### src/rtl/dynamic_piso_serializer_pkg.sv
// Shared parameters and state encoding for the variable-length PISO serializer.
package dynamic_piso_serializer_pkg;

    localparam int WIDTH_DEF = 16;
    localparam int AW_DEF    = 4;

    typedef enum logic {
        IDLE  = 1'b0,
        SHIFT = 1'b1
    } piso_state_t;

endpackage

### src/rtl/dynamic_piso_serializer_datapath.sv
// Shift register with programmable tap and remaining-bit down-counter.
module piso_datapath
    import dynamic_piso_serializer_pkg::*;
#(
    parameter int WIDTH = WIDTH_DEF,
    parameter int AW    = AW_DEF
) (
    input  logic             CLK,
    input  logic             RST_N,
    input  logic             load,
    input  logic             shift,
    input  logic [WIDTH-1:0] pdata,
    input  logic [AW-1:0]    a,
    output logic             q,
    output logic             cnt_zero
);

    logic [WIDTH-1:0] shift_reg;
    logic [AW-1:0]    tap;
    logic [AW-1:0]    cnt;

    // Load takes priority over shift so a word captured on the final-bit edge starts clean.
    always_ff @(posedge CLK) begin
        if (!RST_N) begin
            shift_reg <= '0;
            tap       <= '0;
            cnt       <= '0;
        end else if (load) begin
            shift_reg <= pdata;
            tap       <= a;
            cnt       <= a;
        end else if (shift) begin
            shift_reg <= {shift_reg[WIDTH-2:0], 1'b0};
            cnt       <= cnt - AW'(1);
        end
    end

    assign q        = shift_reg[tap];
    assign cnt_zero = (cnt == '0);

endmodule

### src/rtl/dynamic_piso_serializer.sv
// Variable-length parallel-in serial-out serializer with valid/ready load handshake.
//
// state | meaning
// IDLE  | no word in flight, ready for a load
// SHIFT | presenting bits of the current word on Q, MSB of field first
module dynamic_piso_serializer
    import dynamic_piso_serializer_pkg::*;
#(
    parameter int WIDTH = WIDTH_DEF,
    parameter int AW    = AW_DEF
) (
    input  logic             CLK,
    input  logic             RST_N,
    input  logic             CE,
    input  logic [WIDTH-1:0] PDATA,
    input  logic [AW-1:0]    A,
    input  logic             LOAD_VALID,
    output logic             LOAD_READY,
    output logic             Q,
    output logic             Q_VALID,
    output logic             LAST
);

    piso_state_t state, state_nxt;
    logic        load;
    logic        shift;
    logic        dp_q;
    logic        cnt_zero;

    always_ff @(posedge CLK) begin
        if (!RST_N) begin
            state <= IDLE;
        end else begin
            state <= state_nxt;
        end
    end

    always_comb begin
        state_nxt  = state;
        LOAD_READY = 1'b0;
        Q_VALID    = 1'b0;
        LAST       = 1'b0;
        Q          = 1'b0;
        case (state)
            IDLE: begin
                LOAD_READY = RST_N;
                if (LOAD_VALID && RST_N) begin
                    state_nxt = SHIFT;
                end
            end
            SHIFT: begin
                Q_VALID    = 1'b1;
                Q          = dp_q;
                LAST       = cnt_zero;
                // Ready only on the final-bit edge so the next word follows without a gap.
                LOAD_READY = RST_N && cnt_zero && CE;
                if (cnt_zero && CE && !LOAD_VALID) begin
                    state_nxt = IDLE;
                end
            end
            default: state_nxt = IDLE;
        endcase
    end

    assign load  = LOAD_VALID && LOAD_READY;
    assign shift = (state == SHIFT) && CE;

    piso_datapath #(
        .WIDTH (WIDTH),
        .AW    (AW)
    ) u_datapath (
        .CLK      (CLK),
        .RST_N    (RST_N),
        .load     (load),
        .shift    (shift),
        .pdata    (PDATA),
        .a        (A),
        .q        (dp_q),
        .cnt_zero (cnt_zero)
    );

endmodule

### config.mk
export PLATFORM = sky130hd
export DESIGN_NAME = dynamic_piso_serializer
export DESIGN_NICKNAME = d
export VERILOG_FILES = /design/src/rtl/dynamic_piso_serializer_pkg.sv /design/src/rtl/dynamic_piso_serializer_datapath.sv /design/src/rtl/dynamic_piso_serializer.sv
export SDC_FILE = /design/constraint.sdc
export NUM_CORES = 1
export LEC_CHECK = 0
export ABC_AREA = 1
export ABC_CLOCK_PERIOD_IN_PS = 2100
export CORE_MARGIN = 2
export CORE_UTILIZATION = 25
export DETAILED_ROUTE_END_ITERATION = 8
export GPL_TIMING_DRIVEN = 0
export PLACE_DENSITY = 0.52
export SYNTH_ARGS = -nofsm -noshare
export SYNTH_HDL_FRONTEND = slang
export SYNTH_HIERARCHICAL = 1
export SYNTH_SLANG_ARGS = --single-unit
### constraint.sdc
create_clock -name CLK -period 2.1 [get_ports CLK]
set_input_delay 0.525 -clock CLK [delete_from_list [all_inputs] [get_ports CLK]]
set_output_delay 0.525 -clock CLK [all_outputs]
set_load 0.02 [all_outputs]
* Word level (Yosys, flattened, before mapping) *
Index checks and enable logic that the tools add are counted.

word-level totals
  input bits = 24
  word-level logic and storage cells = 30
  output and inout port bits = 4
  register bits = 25

operators by class
  order comparisons = 1
  $add $sub $neg = 1
  bitwise logic cells = 1
  reductions and logical operators = 10
  multiplexer cells = 13

operators with widths
  kind                                                                   count
  16-bit 2-to-1 mux                                                      2
  4-bit 2-to-1 mux                                                       2
  1-bit logical AND                                                      7
  1-bit 2-to-1 mux                                                       6
  4-bit by 5-bit < comparator with 1-bit output (second input constant)  1
  1-bit binary-select mux with 4-bit select                              1
  4-bit zero test                                                        1
  1-bit one-hot mux with 2 select lines                                  2
  4-bit by 1-bit subtractor with 4-bit output (second input constant)    1
  2-bit nonzero test                                                     1
  1-bit zero test                                                        1
  1-bit inverter                                                         1

* Depth between registers and ports, before layout *
Gate-level depths: netlist of the first run.

  depth after elaboration = 6
  mapped depth = 16
  gate-level depth less buffers = 15

* Cells and area by module *
Netlist of the first run, hierarchy kept.

by module, submodules not included
  module                   area an instance (um^2)  times used  cells an instance
  piso_datapath            1316.3                   1           200
  dynamic_piso_serializer  85.1                     1           15

* Worst setup path after synthesis of the first run *
No wires, ideal clock.

  path type = reg2reg
  start point = reg u_datapath.cnt[0]
  end point = reg u_datapath.cnt[0]
  slack = 436 ps
  stages on the path, launching flop included = 16
  library setup time = 113 ps
  arrival = 1551 ps
  cell sequence = dfxtp_1 -> inv_1 -> ha_1 -> nand2_1 -> nor2_1 -> nand2_1 -> nand2_2 -> nand2_2 -> nor2_2 -> buf_6 -> inv_4 -> nand2_4 -> buf_6 -> o21ai_1 -> o21ai_1 -> inv_1

on the way
  longest elaborated chain between the ends = 6
  elaborated cells on any way between the ends = 9

RTL lines
  element                                                        line                                    text
  start, declared                                                dynamic_piso_serializer_datapath.sv:20  logic [AW-1:0] cnt;
  start signal, assigned                                         dynamic_piso_serializer_datapath.sv:34  cnt <= cnt - AW'(1);
  4-bit zero test (*)                                            dynamic_piso_serializer_datapath.sv:39  assign cnt_zero = (cnt == '0);
  net cnt_zero                                                   dynamic_piso_serializer.sv:28           logic cnt_zero;
  1-bit logical AND (*) (2 in series)                            dynamic_piso_serializer.sv:56           LOAD_READY = RST_N && cnt_zero && CE;
  1-bit one-hot mux with 2 select lines (*)                      dynamic_piso_serializer.sv:44           case (state)
  1-bit logical AND (*)                                          dynamic_piso_serializer.sv:65           assign load = LOAD_VALID && LOAD_READY;
  net load                                                       dynamic_piso_serializer.sv:25           logic load;
  4-bit 2-to-1 mux / 2-bit nonzero test (equally long branches)  --

Mark *: on every way through the listed nets, which the timed path passes. The rest lies on a longest branch. The select of a mux whose other input is x is not followed.
A chain may end at the register's enable or synchronous reset.

* Worst setup path after layout of the first run *
  start point = reg u_datapath.tap[0]
  end point = out Q

on the way
  longest elaborated chain between the ends = 3

RTL lines
  element                                    line                                    text
  start, declared                            dynamic_piso_serializer_datapath.sv:19  logic [AW-1:0] tap;
  start signal, assigned                     dynamic_piso_serializer_datapath.sv:26  tap <= '0;
  start signal, assigned                     dynamic_piso_serializer_datapath.sv:30  tap <= a;
  1-bit binary-select mux with 4-bit select  dynamic_piso_serializer_datapath.sv:38  assign q = shift_reg[tap];
  1-bit 2-to-1 mux (not written as such)     dynamic_piso_serializer_datapath.sv:38
  net dp_q                                   dynamic_piso_serializer.sv:27           logic dp_q;
  1-bit 2-to-1 mux                           dynamic_piso_serializer.sv:44
  end, declared                              dynamic_piso_serializer.sv:19           output logic Q,

The timed path passes the listed nets, and every way through them passes these cells. The select of a mux whose other input is x is not followed.

==> results.rst, run 1 <==
.. list-table::
   :header-rows: 1

   * - Metric
     - Value
   * - Global-route usage over all layers
     - 0.1196
   * - Max_cap viols
     - 0
   * - Final-stage net count
     - between 200 and 300
   * - Final routed wirelength across all metal layers
     - 3.503 mm
   * - Setup repair after global routing missed its margin
     - false
   * - CTS hold repair buffers
     - 0
   * - Commonest non-fill, non-tap cell in the layout
     - nand2_1
   * - Number of synthesized flops with an enable pin
     - 0
   * - Synthesized net count
     - 240
   * - Fin cells
     - 318
   * - Count of pins on the block boundary
     - 28
   * - Crit-path max FO
     - 10
   * - Outcome
     - complete, no violations
   * - Dominant synthesized flop cell
     - dfxtp_1
   * - Post-Place Cells
     - 314
   * - Routed length per placed instance
     - 11.02 um
   * - Iteration count of the initial detailed-routing pass
     - 4
   * - Maximum level of the CTS H-tree
     - 1
   * - WP buf/inv
     - 3
   * - Global-route wire length before repair
     - 5.975 mm
   * - Portion of the post-synthesis area used by sequential elements
     - 0.3571
   * - Synthesized area divided by synthesized cell count
     - 6.518 um^2
   * - Leakage component of the power
     - 0.8742 nW
   * - Critical path launch point
     - u_datapath/tap[0]
   * - Async SR Flop Fraction
     - 0
   * - Worst Hold Class
     - reg2reg
   * - Placeable core region
     - 0.005473 mm^2
   * - Vias in the first global route
     - 1,338
   * - Max Clock Skew
     - 4.878 ps
   * - Buffer type at the clock tree root
     - clkbuf_8
   * - Cell type with the highest occurrence count on the critical path
     - nand2_1
   * - Cells along the critical path
     - buf_6, o21ai_0, nand2_1, nand3_1, nand3_1, nand2_1, nand2_1, inv_1, buf_2
   * - Antenna-violating nets left
     - 0
   * - Worst slack at placement
     - -415.9 ps
   * - Residual overflow from global routing
     - 0
   * - Yosys Warn Count
     - 6
   * - Ratio of routed vias to standard cells
     - 4.252
   * - Worst IR drop on VDD
     - around 0.28 mV
   * - Initial antenna violation count
     - 0
   * - Largest delay share family, worst path
     - flip-flops
   * - Commonest cells after routing, fill and taps aside
     - nand2_1 (64), inv_1 (43), clkdlybuf4s50_1 (23), dfxtp_1 (23), nand3_1 (15)
   * - Netlist Area Pre-Place
     - about 0.0014 mm^2
   * - Routed vias
     - about 1.4k
   * - Effective utilization at floorplan
     - 0.2561
   * - WP data arrival
     - 1450 ps
   * - Type of the worst setup path
     - reg2out
   * - Max Clock Freq
     - around 0.51 GHz
   * - Signed area change from the synthesized netlist to the final layout
     - 29.64%
   * - Pin count of the biggest net entering global routing
     - 15
   * - Number of buffers added on ports
     - 27
   * - Sort of element at the end of the critical path
     - primary output
   * - Clock edge transition at the registers on the reported setup and hold paths
     - approximately 90 ps
   * - Min-delay src
     - u_datapath/shift_reg[0]
   * - Hold violation count in the final report
     - 0
   * - Remaining design rule violation count
     - 0
   * - Worst rel slew slack
     - 0.7573
   * - Source of the worst register-to-register timing path
     - u_datapath/cnt[0]
   * - Flip-flop count of the largest register after layout
     - 16
   * - Rows
     - 27
   * - Half-perimeter wire length after detailed placement
     - 2.590 mm
   * - Layout cells sized above 1
     - 0.1260
   * - Global placement routability congestion
     - 0.8703
   * - Post-synthesis cell type count
     - 26
   * - Insertion delay of the later-clocked pin in the worst-skew pair
     - 270 ps
   * - Post-layout worst setup margin
     - 123.8 ps
   * - Number of instances in the synthesized netlist
     - about 220
   * - CTS Buf Count
     - 3
   * - Final Max Tran Viols
     - 0
   * - Worst Setup Start Kind
     - register
   * - Maximum number of buffers from clock root to sink
     - 2
   * - Detailed Route Iter0 Violations
     - 53
   * - Power per cell area
     - 582.1 mW/mm^2
   * - Portion of the clock cycle consumed by the worst path in the final layout
     - 0.9410
   * - # clock sinks
     - 25
   * - Overall die area
     - 0.006220 mm^2
   * - CTS tree
     - built
   * - Worst Tran Pin Value
     - 364.0 ps
   * - Required time of the critical path
     - 1570 ps
   * - Slowest Stage Delay on Critical Path
     - 340 ps
   * - Pwr Total
     - 1.057 mW
   * - Count of antenna diodes in the layout
     - 0
   * - Vert. Die Dim
     - 78.87 um
   * - Minimum clock period after layout
     - 1976 ps
   * - Horiz. Die Dim
     - about 79 um
   * - Total of endpoints with negative setup slack in the final report
     - 0
   * - CP max stage cell
     - dfxtp_2
   * - Number of storage elements in the synthesis netlist
     - 25
-- what timing repair did --
action,4_1_cts,5_1_grt
pin swaps,0,1
endpoints found under the setup margin,3,4
resized for setup,12,10
hold endpoints to repair,0,0
buffers inserted,0,0
-- per-stage QoR --
| stage | cell area (um^2) | utilization | TNS (ps) | hold slack (ps) |
|---|---|---|---|---|
| 3_5_place_dp | 1762 | 0.3219 | -2220 | 460.2 |
| 4_1_cts | 1800 | 0.3290 | 0 | 472.3 |
| 3_3_place_gp | 1762 | 0.3219 | -2472 | 451.8 |
| 6_report | 1817 | 0.3320 | 0 | 471.3 |
| 2_1_floorplan | 1401 | - | 0 | 439.1 |
| 5_1_grt | 1817 | 0.3320 | 0 | 509.9 |
-- per-layer routing --
metal,track usage,vias to the layer above,wire length (um)
met3,0.02159,6,138
met4,0.03966,0,63
met1,0.1656,591,1803
met5,0,-,0
li1,-,727,-
met2,0.1880,28,1498
-- worst paths after layout --
kind                              to  slack, ps  cells after the start
min          u_datapath/shift_reg[0]        470                      2
max reg2reg  u_datapath/shift_reg[8]        250                     15
max                                Q        120                      9
min reg2reg  u_datapath/shift_reg[0]        470                      2
-- cell families after synthesis --
| group | after synthesis | synth area share |
|---|---|---|
| XOR/XNOR | 1 | 0.006251 |
| flip-flops | 25 | 0.3571 |
| AND/OR/NAND/NOR | 96 | 0.2973 |
| adder cells (fa/ha/maj) | 1 | 0.008927 |
| AO/OA/AOI/OAI | 38 | 0.1616 |
| buffers and inverters | 54 | 0.1688 |
-- worst register-to-register path: stages (launching register included) --
cell and delay, ps:
dfxtp_2 340, inv_2 60, ha_2 180, nand2_1 70, nor2_2 110, nand2_1 70
nand2_2 80, nand2_2 60, nor2_2 100, buf_6 130, inv_4 50, nand2_4 80
buf_6 170, o21ai_1 80, o21ai_1 120, inv_1 50
-- power breakdown --
group,leakage [nW],internal [mW],switching (mW)
sequential,0.205,0.502,0.0184
combinational,0.644,0.113,0.133
clock,0.0255,0.133,0.157
total,0.874,0.749,0.309
-- final cells by class --
type                       instances  area, um^2
buffer                             8       67.56
clock buffer                       3       41.29
clock inverter                     1       5.005
fill                             636        3656
inverter                          46       175.2
multi-input combinational        136       673.1
sequential                        25       503.0
tap                               72       90.09
timing repair buffer              27       261.5
-- cell usage after synthesis, types with 2 or more instances --
library cell	instances	area share
nand2_2	2	0.0089
dfxtp_1	25	0.36
o21ai_1	13	0.046
o21ai_0	10	0.036
inv_1	45	0.12
nand3_1	15	0.054
a21oi_1	6	0.021
a31oi_1	2	0.0089
nand2_1	64	0.17
buf_2	4	0.014
nor3_1	10	0.036
buf_6	3	0.024
o211ai_2	3	0.027
(Power assumes the default switching activity.)
==> run 2: changes to the inputs <==
Settings changed: SKIP_LAST_GASP from default to 1.
==> run 2 against run 1 <==
Net effect:
- cell count is the same
- cell area about the same
- core utilization hardly changed
- wire length unchanged
- combinational power barely moved
- sequential share of layout area about the same
- largest cell class unchanged
- global-route usage about the same
- clock power about the same
- fmax did not move
- register-to-register slack hardly changed
- power barely moved
==> results.rst, run 2 (synthesis results as in run 1) <==
.. list-table::
   :header-rows: 1

   * - Metric
     - Value
   * - Initial antenna violation count
     - 0
   * - Portion of the clock cycle consumed by the worst path in the final layout
     - 0.9410
   * - Slowest Stage Delay on Critical Path
     - approximately 340 ps
   * - Worst Hold Class
     - reg2reg
   * - Max Clock Skew
     - 4.878 ps
   * - Insertion delay of the later-clocked pin in the worst-skew pair
     - 270 ps
   * - Worst IR drop on VDD
     - 0.2758 mV
   * - Worst Tran Pin Value
     - 364.0 ps
   * - Cell type with the highest occurrence count on the critical path
     - nand2_1
   * - Antenna-violating nets left
     - 0
   * - Sort of element at the end of the critical path
     - primary output
   * - Type of the worst setup path
     - reg2out
   * - WHS Endpoint
     - u_datapath/shift_reg[0]
   * - Horiz. Die Dim
     - 78.87 um
   * - FF-to-FF path depth
     - 15
   * - Iteration count of the initial detailed-routing pass
     - 4
   * - Vert. Die Dim
     - around 79 um
   * - Post-CTS setup-driven buffer insertion count
     - 0
   * - Number of buffers added on ports
     - 27
   * - Pwr Total
     - between 1 and 1.5 mW
   * - Total of endpoints with negative setup slack in the final report
     - 0
   * - Crit-path max FO
     - 10
   * - Overall die area
     - 0.006220 mm^2
   * - Total area of multi-input combinational cells
     - 673.1 um^2
   * - Layout cells sized above 1
     - 0.1220
   * - Largest delay share family, worst path
     - flip-flops
   * - Power per cell area
     - 582.3 mW/mm^2
   * - Pin count of the biggest net entering global routing
     - 15
   * - Required time of the critical path
     - approximately 1600 ps
   * - Register area
     - 501.7 um^2
   * - Post-Place Cells
     - 314
   * - Maximum number of buffers from clock root to sink
     - 2
   * - Flip-flop count of the largest register after layout
     - 16
   * - CP max stage cell
     - dfxtp_2
   * - Detailed Route Iter0 Violations
     - between 50 and 60
   * - Max Clock Freq
     - 0.5060 GHz
   * - Final Max Tran Viols
     - 0
   * - Count of fill cells added during filler insertion
     - 637
   * - Setup repair after global routing missed its margin
     - true
   * - Clock edge transition at the registers on the reported setup and hold paths
     - 90 ps
   * - Cells along the critical path
     - buf_6, o21ai_0, nand2_1, nand3_1, nand3_1, nand2_1, nand2_1, inv_1, buf_2
   * - Buffer type at the clock tree root
     - clkbuf_8
   * - Source of the worst register-to-register timing path
     - u_datapath/cnt[0]
   * - Minimum clock period after layout
     - 1976 ps
   * - Total cell area at the placement stage
     - roughly 0.0018 mm^2
   * - Commonest cells after routing, fill and taps aside
     - nand2_1 (64), inv_1 (43), dfxtp_1 (24)
   * - Logic depth of the worst path, buffers included
     - 9
   * - Global-route usage over all layers
     - 0.1193
   * - Hold violation count in the final report
     - 0
   * - Worst rel slew slack
     - 0.7573
   * - Ratio of routed vias to standard cells
     - 4.252
   * - Effective utilization at floorplan
     - 0.2561
   * - Final-stage net count
     - between 200 and 300
   * - Routed vias
     - 1,352
   * - Leakage component of the power
     - 0.8738 nW
   * - Max_cap viols
     - 0
   * - WP data arrival
     - 1450 ps
   * - Commonest non-fill, non-tap cell in the layout
     - nand2_1
   * - Count of antenna diodes in the layout
     - 0
   * - # clock sinks
     - 25
   * - Remaining design rule violation count
     - 0
   * - Setup TNS
     - 0 ps
   * - Residual overflow from global routing
     - 0
   * - Final routed wirelength across all metal layers
     - between 3 and 4 mm
   * - Half-perimeter wire length after detailed placement
     - ~2.6 mm
   * - CTS Buf Count
     - 3
   * - Capturing point of the worst reg2reg path
     - u_datapath/shift_reg[8]
   * - Count of pins on the block boundary
     - 28
   * - Outcome
     - complete, no violations
   * - Worst Setup Start Kind
     - register
   * - Hold Path Cell Cnt
     - 2
   * - Vias in the first global route
     - 1,336
   * - Layout Cell Area excl Fill
     - 0.001815 mm^2
   * - Fin cells
     - 318
   * - Routed length per placed instance
     - 11.02 um
   * - CTS tree
     - built
   * - Final cell utilization of the core
     - 0.3317
   * - WP buf/inv
     - 3
   * - Min-delay src
     - u_datapath/shift_reg[0]
   * - Worst reg-to-reg setup slack
     - 240 ps
   * - Maximum level of the CTS H-tree
     - 1
   * - Global placement routability congestion
     - 0.8703
   * - Global-route wire length before repair
     - just under 6 mm
   * - Placeable core region
     - 0.005473 mm^2
   * - Signed area change from the synthesized netlist to the final layout
     - 29.55%
   * - Rows
     - 27
==> run 2: cell counts in the layout (fill, tap and decap cells not counted) <==
No cell type changed its count.
==> run 2: area by class of cell <==
cell class                      instances  area share
Clock inverter                          1    0.002757
Sequential cell                        25      0.2764
Tap cell                               72     0.04962
Timing Repair Buffer                   27      0.1440
Clock buffer                            3     0.02274
Multi-Input combinational cell        136      0.3708
Inverter                               46     0.09649
Buffer                                  8     0.03722
==> run 2: how the worst max path moves through the flow <==
stage                           start                end
CTS                 u_datapath/cnt[0]         LOAD_READY
finish              u_datapath/tap[0]                  Q
detailed placement              RST_N         LOAD_READY
global placement                RST_N         LOAD_READY
floorplan           u_datapath/cnt[0]  u_datapath/cnt[0]
global route        u_datapath/cnt[0]         LOAD_READY
==> run 2: per-layer routing <==
metal / wire [um] / share of wire / vias up / track usage
li1: - / - / 727 / -
met3: 138 / 0.039 / 6 / 0.02159
met5: 0 / 0 / - / 0
met2: 1498 / 0.43 / 28 / 0.1880
met1: 1803 / 0.51 / 591 / 0.1649
met4: 63 / 0.018 / 0 / 0.03966
==> run 2: tightest hold or removal path, cell delays in order, from the launching register on <==
cell and delay [ps]:
dfxtp_1 320, nand2_1 60, a21oi_1 50
==> run 2: report_power, final <==
part | leakage (nW) | internal [mW] | switching (mW)
combinational | 0.644 | 0.113 | 0.133
clock | 0.0255 | 0.133 | 0.157
sequential | 0.205 | 0.502 | 0.0184
total | 0.874 | 0.748 | 0.309
==> run 2: through the flow <==
step                      setup WS, ps  hold WS, ps
after global routing           -0.6566        509.9
after floorplan                  436.0        439.1
final                            123.8        471.3
after CTS                       -130.1        472.3
after global placement          -416.8        451.8
after detailed placement        -415.9        460.2
==> run 2: repair_timing <==
item,CTS,global route
endpoints found under the hold margin,0,0
hold buffers,0,0
endpoints found under the setup margin,3,12
pin swaps,0,1
gates resized for setup,8,13
==> run 3: changes to the inputs <==
Settings changed: HOLD_SLACK_MARGIN from default to 0.02.
==> results of run 3 <==
Same layout as run 2: the final DEF is identical, and so are final timing and power.
